### src/rtl/rx_paridad.sv
// Serial receiver: start bit, DATA_W data bits LSB first, parity bit, stop bit.
// rx is sampled only on tick; frame results are registered and flagged by a one-cycle data_valid.
module rx_paridad #(
    parameter int DATA_W = 7
) (
    input  logic              clk,
    input  logic              reset_n,
    input  logic              tick,
    input  logic              rx,
    input  logic              parimpar,
    output logic [DATA_W-1:0] data,
    output logic              paridad,
    output logic              data_valid,
    output logic              error_paridad,
    output logic              error_trama,
    output logic              ocupado
);

    localparam int CW = $clog2(DATA_W + 1);

    typedef enum logic [1:0] {IDLE, DATOS, PARIDAD, STOP} state_t;

    state_t            state, state_next;
    logic [CW-1:0]     count, count_next;
    logic [DATA_W-1:0] shift, shift_next;
    logic              par_rx, par_rx_next;
    logic              frame_done;

    function automatic logic expected_parity(input logic [DATA_W-1:0] word, input logic odd);
        return (^word) ^ odd;
    endfunction

    always_comb begin
        state_next  = state;
        count_next  = count;
        shift_next  = shift;
        par_rx_next = par_rx;
        frame_done  = 1'b0;
        if (tick) begin
            case (state)
                IDLE: begin
                    if (!rx) begin
                        state_next = DATOS;
                        count_next = '0;
                    end
                end
                DATOS: begin
                    // Shifting in from the MSB end leaves the first bit at position 0 after DATA_W ticks.
                    shift_next = {rx, shift[DATA_W-1:1]};
                    count_next = count + CW'(1);
                    if (count == CW'(DATA_W - 1)) begin
                        state_next = PARIDAD;
                    end
                end
                PARIDAD: begin
                    par_rx_next = rx;
                    state_next  = STOP;
                end
                STOP: begin
                    frame_done = 1'b1;
                    state_next = IDLE;
                end
                default: state_next = IDLE;
            endcase
        end
    end

    always_ff @(posedge clk) begin
        if (!reset_n) begin
            state   <= IDLE;
            count   <= '0;
            shift   <= '0;
            par_rx  <= 1'b0;
            ocupado <= 1'b0;
        end else begin
            state   <= state_next;
            count   <= count_next;
            shift   <= shift_next;
            par_rx  <= par_rx_next;
            ocupado <= (state_next != IDLE);
        end
    end

    // Frame results only change on the stop-bit tick; partial frames never touch them.
    always_ff @(posedge clk) begin
        if (!reset_n) begin
            data          <= '0;
            paridad       <= 1'b0;
            data_valid    <= 1'b0;
            error_paridad <= 1'b0;
            error_trama   <= 1'b0;
        end else begin
            data_valid <= 1'b0;
            if (frame_done) begin
                data          <= shift;
                paridad       <= par_rx;
                error_paridad <= (par_rx != expected_parity(shift, parimpar));
                error_trama   <= ~rx;
                data_valid    <= 1'b1;
            end
        end
    end

endmodule

### config.mk
export PLATFORM = sky130hd
export DESIGN_NAME = rx_paridad
export DESIGN_NICKNAME = d
export VERILOG_FILES = /design/src/rtl/rx_paridad.sv
export SDC_FILE = /design/constraint.sdc
export NUM_CORES = 1
export LEC_CHECK = 0
export CAP_MARGIN = 20
export CORE_MARGIN = 8
export CORE_UTILIZATION = 40
export CTS_BUF_LIST = sky130_fd_sc_hd__clkbuf_8 sky130_fd_sc_hd__clkbuf_16
export DETAILED_ROUTE_END_ITERATION = 8
export PLACE_DENSITY_LB_ADDON = 0.3
export SYNTH_ARGS = -nofsm -noshare
export SYNTH_HDL_FRONTEND = slang
export SYNTH_SLANG_ARGS = --single-unit
export TNS_END_PERCENT = 20
### constraint.sdc
create_clock -name clk -period 2.22 [get_ports clk]
set_clock_uncertainty 0.1 [all_clocks]
set_input_delay 0.444 -clock clk [delete_from_list [all_inputs] [get_ports clk]]
set_output_delay 0.444 -clock clk [all_outputs]
set_load 0.05 [all_outputs]
==> impl_results.md, run 1 <==
- Die area: about 0.0046 mm²
- Crit path required time: 1680 ps
- Core Footprint: ~0.0025 mm²
- FF-to-FF setup slack: around 830 ps
- Synth top area share: 0.467
- Chip width: 67.8 µm
- Routability cong.: 0.766
- Number of global-route vias before repair: between 800 and 900
- Total CTS buffers: 3
- Seq/Total Area, Yosys: 0.467
- Clock sink count: 25
- Hold path startpoint: data[1]
- Post-CTS setup buffers: 0
- Worst path cell trace: clkdlybuf4s50_1
- Fmax: 512 MHz
- Worst rel slew slack: 0.660
- CTS tree: done
- Number of H-tree levels: 1
- Worst-case reg-to-reg path depth: 4
- Largest cells by area after synthesis: dfxtp_1 (47%), nand2_1 (12%), a21boi_0 (12%)
- Via count: 850
- FFs w/ async S/R, synth: 0
- Largest net degree at the start of global routing: 17
- Hold path depth: 2
- Root Driver: clkbuf_8
- Initial core utilization: 0.429
- Antenna-violating nets left: 0
- Worst R2R End: error_paridad
- Placed insts: roughly 170
- Period utilisation layout: 0.879
- Total Wirelength: 2010 µm
- DPL Wire Length: ~1500 µm
- Synth cell types: 25
- Post-synth EDFFs: 0
- Initial antenna violation count: 0
- Maxcap violations: 0
- Avg WL per Cell: 11.7 µm
- Lkg Pwr: 0.000496 µW
- Ys Warns: 0
- Nets: 149
- PD cells: 582 mW/mm²
- Mapped cell area: about 0.0011 mm²
- Commonest cells post-synth: nand2_1 (35), dfxtp_1 (25), a21boi_0 (17)
- Critical Path Sink Type: output port
- Worst slew pin tran: just over 500 ps
- Diode count: 0
- Layout cells sized above 1: 0.0780
- Max Slew Vio Count: 0
- Reg2Reg Launch Point: shift[3]
- DR pass1 iterations: 4
- Setup CP Type: register to output port
- Worst min-delay path class: register to register
- CTS max path bufs: 2
- Crit start category: register
- Row cnt: 18
- Yosys top cell by area: dfxtp_1
- Resize count post-CTS: 0
- Final hold slack: 363 ps
- Final number of setup-violating endpoints: 0
- Synth Flop Type: dfxtp_1
- # hold bufs at CTS: 0
- Tot GR Track Use: 0.100
- Buf/Inv on CP: 1
- Most frequent cell after synthesis: nand2_1
- Setup TNS: 0 ps
- Unrepaired setup endpoints after global routing: no
- First DRT Iteration DRCs: 15
- I/O Pins: 17
- Syn Area/Cell: 8.79 µm²
- Vias/cell: 4.97
- Die Height: 67.8 µm
- Gr ovfl total: 0
- Post-synthesis register bit count: 25
- Fillers: about 250
- Critical Path Source: paridad
- Port Buf Inserts: 16
- First-pass GRT wire length: approximately 3600 µm
- Reg clk slew, reported paths: 80 ps
- Status: completed
- Peak VDD IR: 0.000339 V
- Cells after Synth: 122
- Syn_nets: around 130
- CP top delay family: buffers and inverters
- CP Data Arrival Time: 1410 ps
- Post-Layout Cell Count: 171
- Worst-path fanout max: 2
- Critical-path top delay cell: clkdlybuf4s50_1
- Final Hold Vio Count: 0
- Drc violations: 0
- Slowest stage delay, CP: slightly above 800 ps
- Hold Path End: data[1]
- Later-pin clock latency in the skew report: 260 ps
- Clock period minus final worst setup slack: 1950 ps
- Area Overhead vs Synth: 23.7%
where the power goes:
| group | switching (µW) | leakage (µW) | internal [µW] | total [µW] |
|---|---|---|---|---|
| clock | 141 | 0.0000255 | 125 | 266 |
| combinational | 25.2 | 0.000269 | 23.9 | 49.0 |
| sequential | 4.27 | 0.000202 | 452 | 457 |
| total | 170 | 0.000496 | 602 | 772 |
cells in the final DEF (no fill, tap or decap):
master,Yosys,layout
nand2_1,35,35
o211ai_1,2,2
a21boi_0,17,17
dfxtp_1,25,25
and3_1,1,1
inv_1,3,3
clkdlybuf4s50_1,0,16
o21ai_0,1,1
xnor3_1,1,1
a21oi_1,3,3
nand3b_1,3,3
nand2_2,1,1
nand3_1,2,2
o221a_2,1,1
clkinv_2,0,1
xor2_1,2,2
o211a_1,2,2
nor3_1,1,1
ha_1,2,2
mux2i_1,1,1
nor2_1,4,4
buf_4,0,5
clkbuf_8,0,3
xnor2_1,3,3
and2_1,1,1
nor2b_1,4,4
o311a_1,1,1
flip-flops by register name, summed over array words and instances (netlist names):
register / count
count: 3
data_valid: 1
data: 7
ocupado: 1
shift: 7
error_trama: 1
par_rx: 1
paridad: 1
state: 2
error_paridad: 1
metrics by stage:
stage          setup WS, ps  total power [µW]  instance area, µm²  utilization
2_1_floorplan           852               499                1070            -
3_3_place_gp            322               516                1280        0.512
3_5_place_dp            291               517                1280        0.512
4_1_cts                 251               783                1330        0.531
5_1_grt                 204               809                1330        0.531
6_report                268               772                1330        0.531
per-layer routing:
| layer | part of all wire | track usage |
|---|---|---|
| met3 | 0.077 | 0.0265 |
| met5 | 0 | 0 |
| met4 | 0.025 | 0.0614 |
| met1 | 0.48 | 0.127 |
| met2 | 0.42 | 0.148 |
cells by family after synthesis:
kind of cell    synth area share
simple gates               0.212
compound gates             0.190
flops                      0.467
mux                      0.00934
buf+inv                   0.0362
fa+ha+maj                 0.0233
xor+xnor                  0.0618
area by class of cell:
class,count,area [µm²],area share
clock buffers,3,41.3,0.0311
clock inverters,1,5.00,0.00377
inverters,3,11.3,0.00849
multi-input cells,88,533,0.402
flip-flops and latches,25,500,0.377
well taps,30,37.5,0.0283
repair buffers,21,198,0.149
worst max path at each step:
stage                          endpoint  slack [ps]  depth (start not counted)
after floorplan                count[2]         850                          5
after global placement    error_paridad         320                          5
after detailed placement       count[2]         290                          5
after CTS                       paridad         250                          1
after global routing            data[5]         200                          1
final                           paridad         270                          1
No activity file was read; power rests on OpenSTA's default activity.
==> inputs of run 2 (changes only) <==
clock period = 2.2 ns   (was 2.22 ns; I/O delays follow)
==> impl_results.md, run 2 (synthesized netlist as in run 1, its figures left out) <==
- Status: completed
- Flip-flop and latch area: 500 µm² (unchanged)
- Initial antenna violation count: 0 (unchanged)
- Peak VDD IR: 0.000313 V (-7.8%)
- Hold path depth: 2 (unchanged)
- Die Height: 67.8 µm (unchanged)
- Largest net degree at the start of global routing: 17 (unchanged)
- Initial core utilization: 0.429 (unchanged)
- Total CTS buffers: 3 (unchanged)
- Tot GR Track Use: 0.0985 (-0.00161)
- Area Overhead vs Synth: 23.7% (unchanged)
- Root Driver: clkbuf_8
- Number of H-tree levels: 1 (unchanged)
- Largest registers: data (7), shift (7), count (3)
- Resize count post-CTS: 0 (unchanged)
- Row cnt: 18 (unchanged)
- Final hold slack: 366 ps (+3.36 ps)
- Routability cong.: 0.772 (+0.72%)
- Commonest non-fill, non-tap cell in the layout: nand2_1
- DPL Wire Length: 1560 µm (+2.2%)
- Critical-path top delay cell: clkdlybuf4s50_1
- Reg clk slew, reported paths: 80 ps (about the same)
- CTS tree: done
- Gr ovfl total: 0 (unchanged)
- Worst slew pin tran: 505 ps (-4.01 ps)
- Setup CP Type: register to output port
- Layout cells sized above 1: 0.0780 (unchanged)
- Maxcap violations: 0 (unchanged)
- Worst-case reg-to-reg path depth: 4 (unchanged)
- First DRT Iteration DRCs: 20 (+5)
- Antenna-violating nets left: 0 (unchanged)
- Clock period minus final worst setup slack: 1950 ps
- Critical Path Sink Type: output port
- Fmax: a little over 500 MHz
- Fillers: 242 (-1.6%)
- Hold path startpoint: data[2]
- Later-pin clock latency in the skew report: 260 ps (about the same)
- Slowest stage delay, CP: 810 ps (about the same)
- Area taken by multi-input logic gates: 533 µm² (unchanged)
- Buf/Inv on CP: 1 (unchanged)
- Final Hold Vio Count: 0 (unchanged)
- Unrepaired setup endpoints after global routing: no
- CP Data Arrival Time: 1410 ps (about the same)
- Worst R2R End: error_paridad
- CP top delay family: buffers and inverters
- # hold bufs at CTS: 0 (unchanged)
- Max Slew Vio Count: 0 (unchanged)
- Crit path required time: 1660 ps (-20 ps)
- Vias/cell: 4.94 (-0.59%)
- Crit start category: register
- Placed insts: 167 (unchanged)
- Lkg Pwr: 0.000496 µW (unchanged)
- Worst-path fanout max: 2 (unchanged)
- Worst path cell trace: clkdlybuf4s50_1
- Most frequent cells in the layout: nand2_1 (35), dfxtp_1 (25), a21boi_0 (17), clkdlybuf4s50_1 (16), buf_4 (5)
- Drc violations: 0 (unchanged)
- Core Footprint: 0.00250 mm² (unchanged)
- Post-Layout Cell Count: 171 (unchanged)
- Worst rel slew slack: 0.663 (+0.00269)
- PD cells: 585 mW/mm² (+0.56%)
- Diode count: 0 (unchanged)
- Total Wirelength: 2090 µm (+4.1%)
- Port Buf Inserts: 16 (unchanged)
- Nets: 149 (unchanged)
- Chip width: 67.8 µm (unchanged)
- Number of global-route vias before repair: 810 (+0.50%)
- Final number of setup-violating endpoints: 0 (unchanged)
- Setup TNS: 0 ps (unchanged)
- FF-to-FF setup slack: 800 ps (-30 ps)
- First-pass GRT wire length: 3550 µm (unchanged)
- DR pass1 iterations: 4 (unchanged)
- Avg WL per Cell: 12.2 µm (+4.1%)
- Clock sink count: 25 (unchanged)
- CTS max path bufs: 2 (unchanged)
- Hold Path End: data[2]
- I/O Pins: 17 (unchanged)
- Period utilisation layout: 0.889
- Final Power: 776 µW (+0.56%)
- Reg2Reg Launch Point: shift[2]
- Via count: 845 (-0.59%)
- Post-CTS setup buffers: 0 (unchanged)
- Worst min-delay path class: register to register
- Die area: 0.00459 mm² (unchanged)
run 2: cell counts in the layout (fill, tap and decap cells not counted):
No cell type changed its count.
run 2: worst reg2reg max path: stages (launching register included):
cell and delay, ps:
dfxtp_1 400, xor2_1 170, xnor3_1 440, nand3b_1 100, o211ai_1 80
run 2: worst max-delay path by stage:
stage                      from          end  slack, ps  cells past startpoint
floorplan                  tick     count[2]        840                      5
global placement           tick     count[2]        300                      5
detailed placement         tick     count[2]        220                      5
CTS                 error_trama  error_trama        230                      1
global route        error_trama  error_trama        190                      1
finish              error_trama  error_trama        250                      1
run 2: area by class of cell:
class                           count  share of cell area
Multi-Input combinational cell     88               0.402
Sequential cell                    25               0.377
Timing Repair Buffer               21               0.149
Clock buffer                        3              0.0311
Tap cell                           30              0.0283
Inverter                            3             0.00849
Clock inverter                      1             0.00377
run 2: routing by layer:
layer,GRT usage,share of wire
met5,0,0
met1,0.121,0.51
met4,0.0512,0.0086
met3,0.0265,0.067
met2,0.154,0.41
run 2: report_power, final:
group | switching, µW | internal, µW | total [µW]
combinational | 26.4 | 24.1 | 50.5
sequential | 4.33 | 456 | 461
clock | 139 | 126 | 265
total | 169 | 607 | 776
run 2: through the flow:
step	worst slack (ps)	instance area (µm²)	utilization
finish	245	1330	0.531
detailed placement	223	1280	0.512
global route	185	1330	0.531
global placement	303	1280	0.512
floorplan	836	1070	-
CTS	235	1330	0.531
==> inputs of run 3 (changes only) <==
RECOVER_POWER = 100   (was default)
SLEW_MARGIN = 20   (was default)
==> impl_results.md, run 3 (synthesized netlist as in run 1, its figures left out) <==
- Status: completed
- Routability cong.: 0.772 (unchanged)
- Avg WL per Cell: 12.1 µm (-1.1%)
- Worst-path fanout max: 2 (unchanged)
- Initial antenna violation count: 0 (unchanged)
- Chip width: 67.8 µm (unchanged)
- CTS max path bufs: 2 (unchanged)
- Peak VDD IR: 0.000313 V (+0.10%)
- Layout cells sized above 1: 0.0496 (-0.0284)
- Worst-case reg-to-reg path depth: 4 (unchanged)
- DR pass1 iterations: 4 (unchanged)
- Critical-path top delay cell: dlygate4sd3_1
- Total Wirelength: 2070 µm (-1.1%)
- Antenna-violating nets left: 0 (unchanged)
- Lkg Pwr: 0.000525 µW (+5.8%)
- Die Height: 67.8 µm (unchanged)
- Die area: 0.00459 mm² (unchanged)
- Hold path depth: 2 (unchanged)
- Total CTS buffers: 3 (unchanged)
- Post-CTS setup buffers: 0 (unchanged)
- First DRT Iteration DRCs: 23 (+15%)
- Final Hold Vio Count: 0 (unchanged)
- CTS tree: done
- Clock sink count: 25 (unchanged)
- Core Footprint: 0.00250 mm² (unchanged)
- FF-to-FF setup slack: 730 ps (-70 ps)
- Final number of setup-violating endpoints: 0 (unchanged)
- Area Overhead vs Synth: 22.4%
- Worst rel slew slack: 0.658 (-0.00448)
- Worst R2R End: data[6]
- Row cnt: 18 (unchanged)
- First-pass GRT wire length: 3550 µm (unchanged)
- PD cells: 590 mW/mm² (+0.80%)
- Buf/Inv on CP: 1 (unchanged)
- Period utilisation layout: 0.918 (+0.0298)
- Nets: 149 (unchanged)
- Tot GR Track Use: 0.0985 (unchanged)
- Worst slack at placement: 223 ps (unchanged)
- Setup TNS: 0 ps (unchanged)
- CP top delay family: buffers and inverters
- Largest registers: data (7), shift (7), count (3)
- Critical Path Source: error_trama
- Hold path startpoint: data[2]
- Initial core utilization: 0.429 (unchanged)
- Reg clk slew, reported paths: 80 ps (about the same)
- Fmax: 495 MHz (-3.2%)
- # hold bufs at CTS: 0 (unchanged)
- Slowest stage delay, CP: 880 ps (+70 ps)
- Root Driver: clkbuf_8
- Worst min-delay path class: register to register
- CP Data Arrival Time: 1480 ps (+70 ps)
- Hold Path End: data[2]
- DPL Wire Length: 1560 µm (unchanged)
- Unrepaired setup endpoints after global routing: no
- Port Buf Inserts: 16 (unchanged)
- Largest net degree at the start of global routing: 17 (unchanged)
- Resize count post-CTS: 0 (unchanged)
- Number of H-tree levels: 1 (unchanged)
- Number of global-route vias before repair: 810 (unchanged)
- Final setup margin: 180 ps (-65.6 ps)
- Final Power: 774 µW (-0.25%)
- Clock period minus final worst setup slack: 2020 ps (+65.6 ps)
- Drc violations: 0 (unchanged)
- Setup CP Type: register to output port
- Max Slew Vio Count: 0 (unchanged)
- Critical Path Sink Type: output port
- I/O Pins: 17 (unchanged)
- Diode count: 0 (unchanged)
- Crit path required time: 1660 ps (about the same)
- Vias/cell: 4.94 (unchanged)
- Gr ovfl total: 0 (unchanged)
- Worst slew pin tran: 511 ps (+6.61 ps)
- Later-pin clock latency in the skew report: 260 ps (about the same)
- Most frequent cells in the layout: nand2_1 (36), dfxtp_1 (25), a21boi_0 (17), dlygate4sd3_1 (13)
- Maxcap violations: 0 (unchanged)
- Worst path cell trace: dlygate4sd3_1
- Via count: 845 (unchanged)
- Commonest non-fill, non-tap cell in the layout: nand2_1
- Crit start category: register
- Reg2Reg Launch Point: state[1]
run 3: per-layer routing:
| metal | global-route usage | vias to the layer above | wire length [µm] |
|---|---|---|---|
| li1 | - | 443 | - |
| met1 | 0.121 | 388 | 1050 |
| met2 | 0.154 | 12 | 874 |
| met3 | 0.0265 | 2 | 121 |
| met4 | 0.0512 | 0 | 18 |
| met5 | 0 | - | 0 |
run 3: area by class of cell:
type                       instances  area, µm²
multi-input combinational         88        531
tap                               30       37.5
clock inverter                     1       5.00
clock buffer                       3       41.3
fill                             247       1190
sequential                        25        500
timing repair buffer              21        186
inverter                           3       11.3
run 3: how the worst max path moves through the flow:
stage / to / slack (ps) / cells past startpoint
after floorplan: count[2] / 840 / 5
final: error_trama / 180 / 1
after global placement: count[2] / 300 / 5
after CTS: error_trama / 230 / 1
after global routing: error_trama / 120 / 1
after detailed placement: count[2] / 220 / 5
run 3: where the power goes:
group          internal (µW)  switching [µW]
combinational           22.5            26.3
sequential               456            3.98
clock                    126             139
total                    605             169
run 3: per-stage QoR:
| step | hold slack [ps] | area (µm²) | cells | util |
|---|---|---|---|---|
| 6_report | 363 | 1310 | 171 | 0.525 |
| 4_1_cts | 372 | 1330 | 171 | 0.531 |
| 2_1_floorplan | 366 | 1070 | 122 | - |
| 5_1_grt | 393 | 1310 | 171 | 0.525 |
| 3_5_place_dp | 360 | 1280 | 167 | 0.512 |
| 3_3_place_gp | 353 | 1280 | 167 | 0.512 |
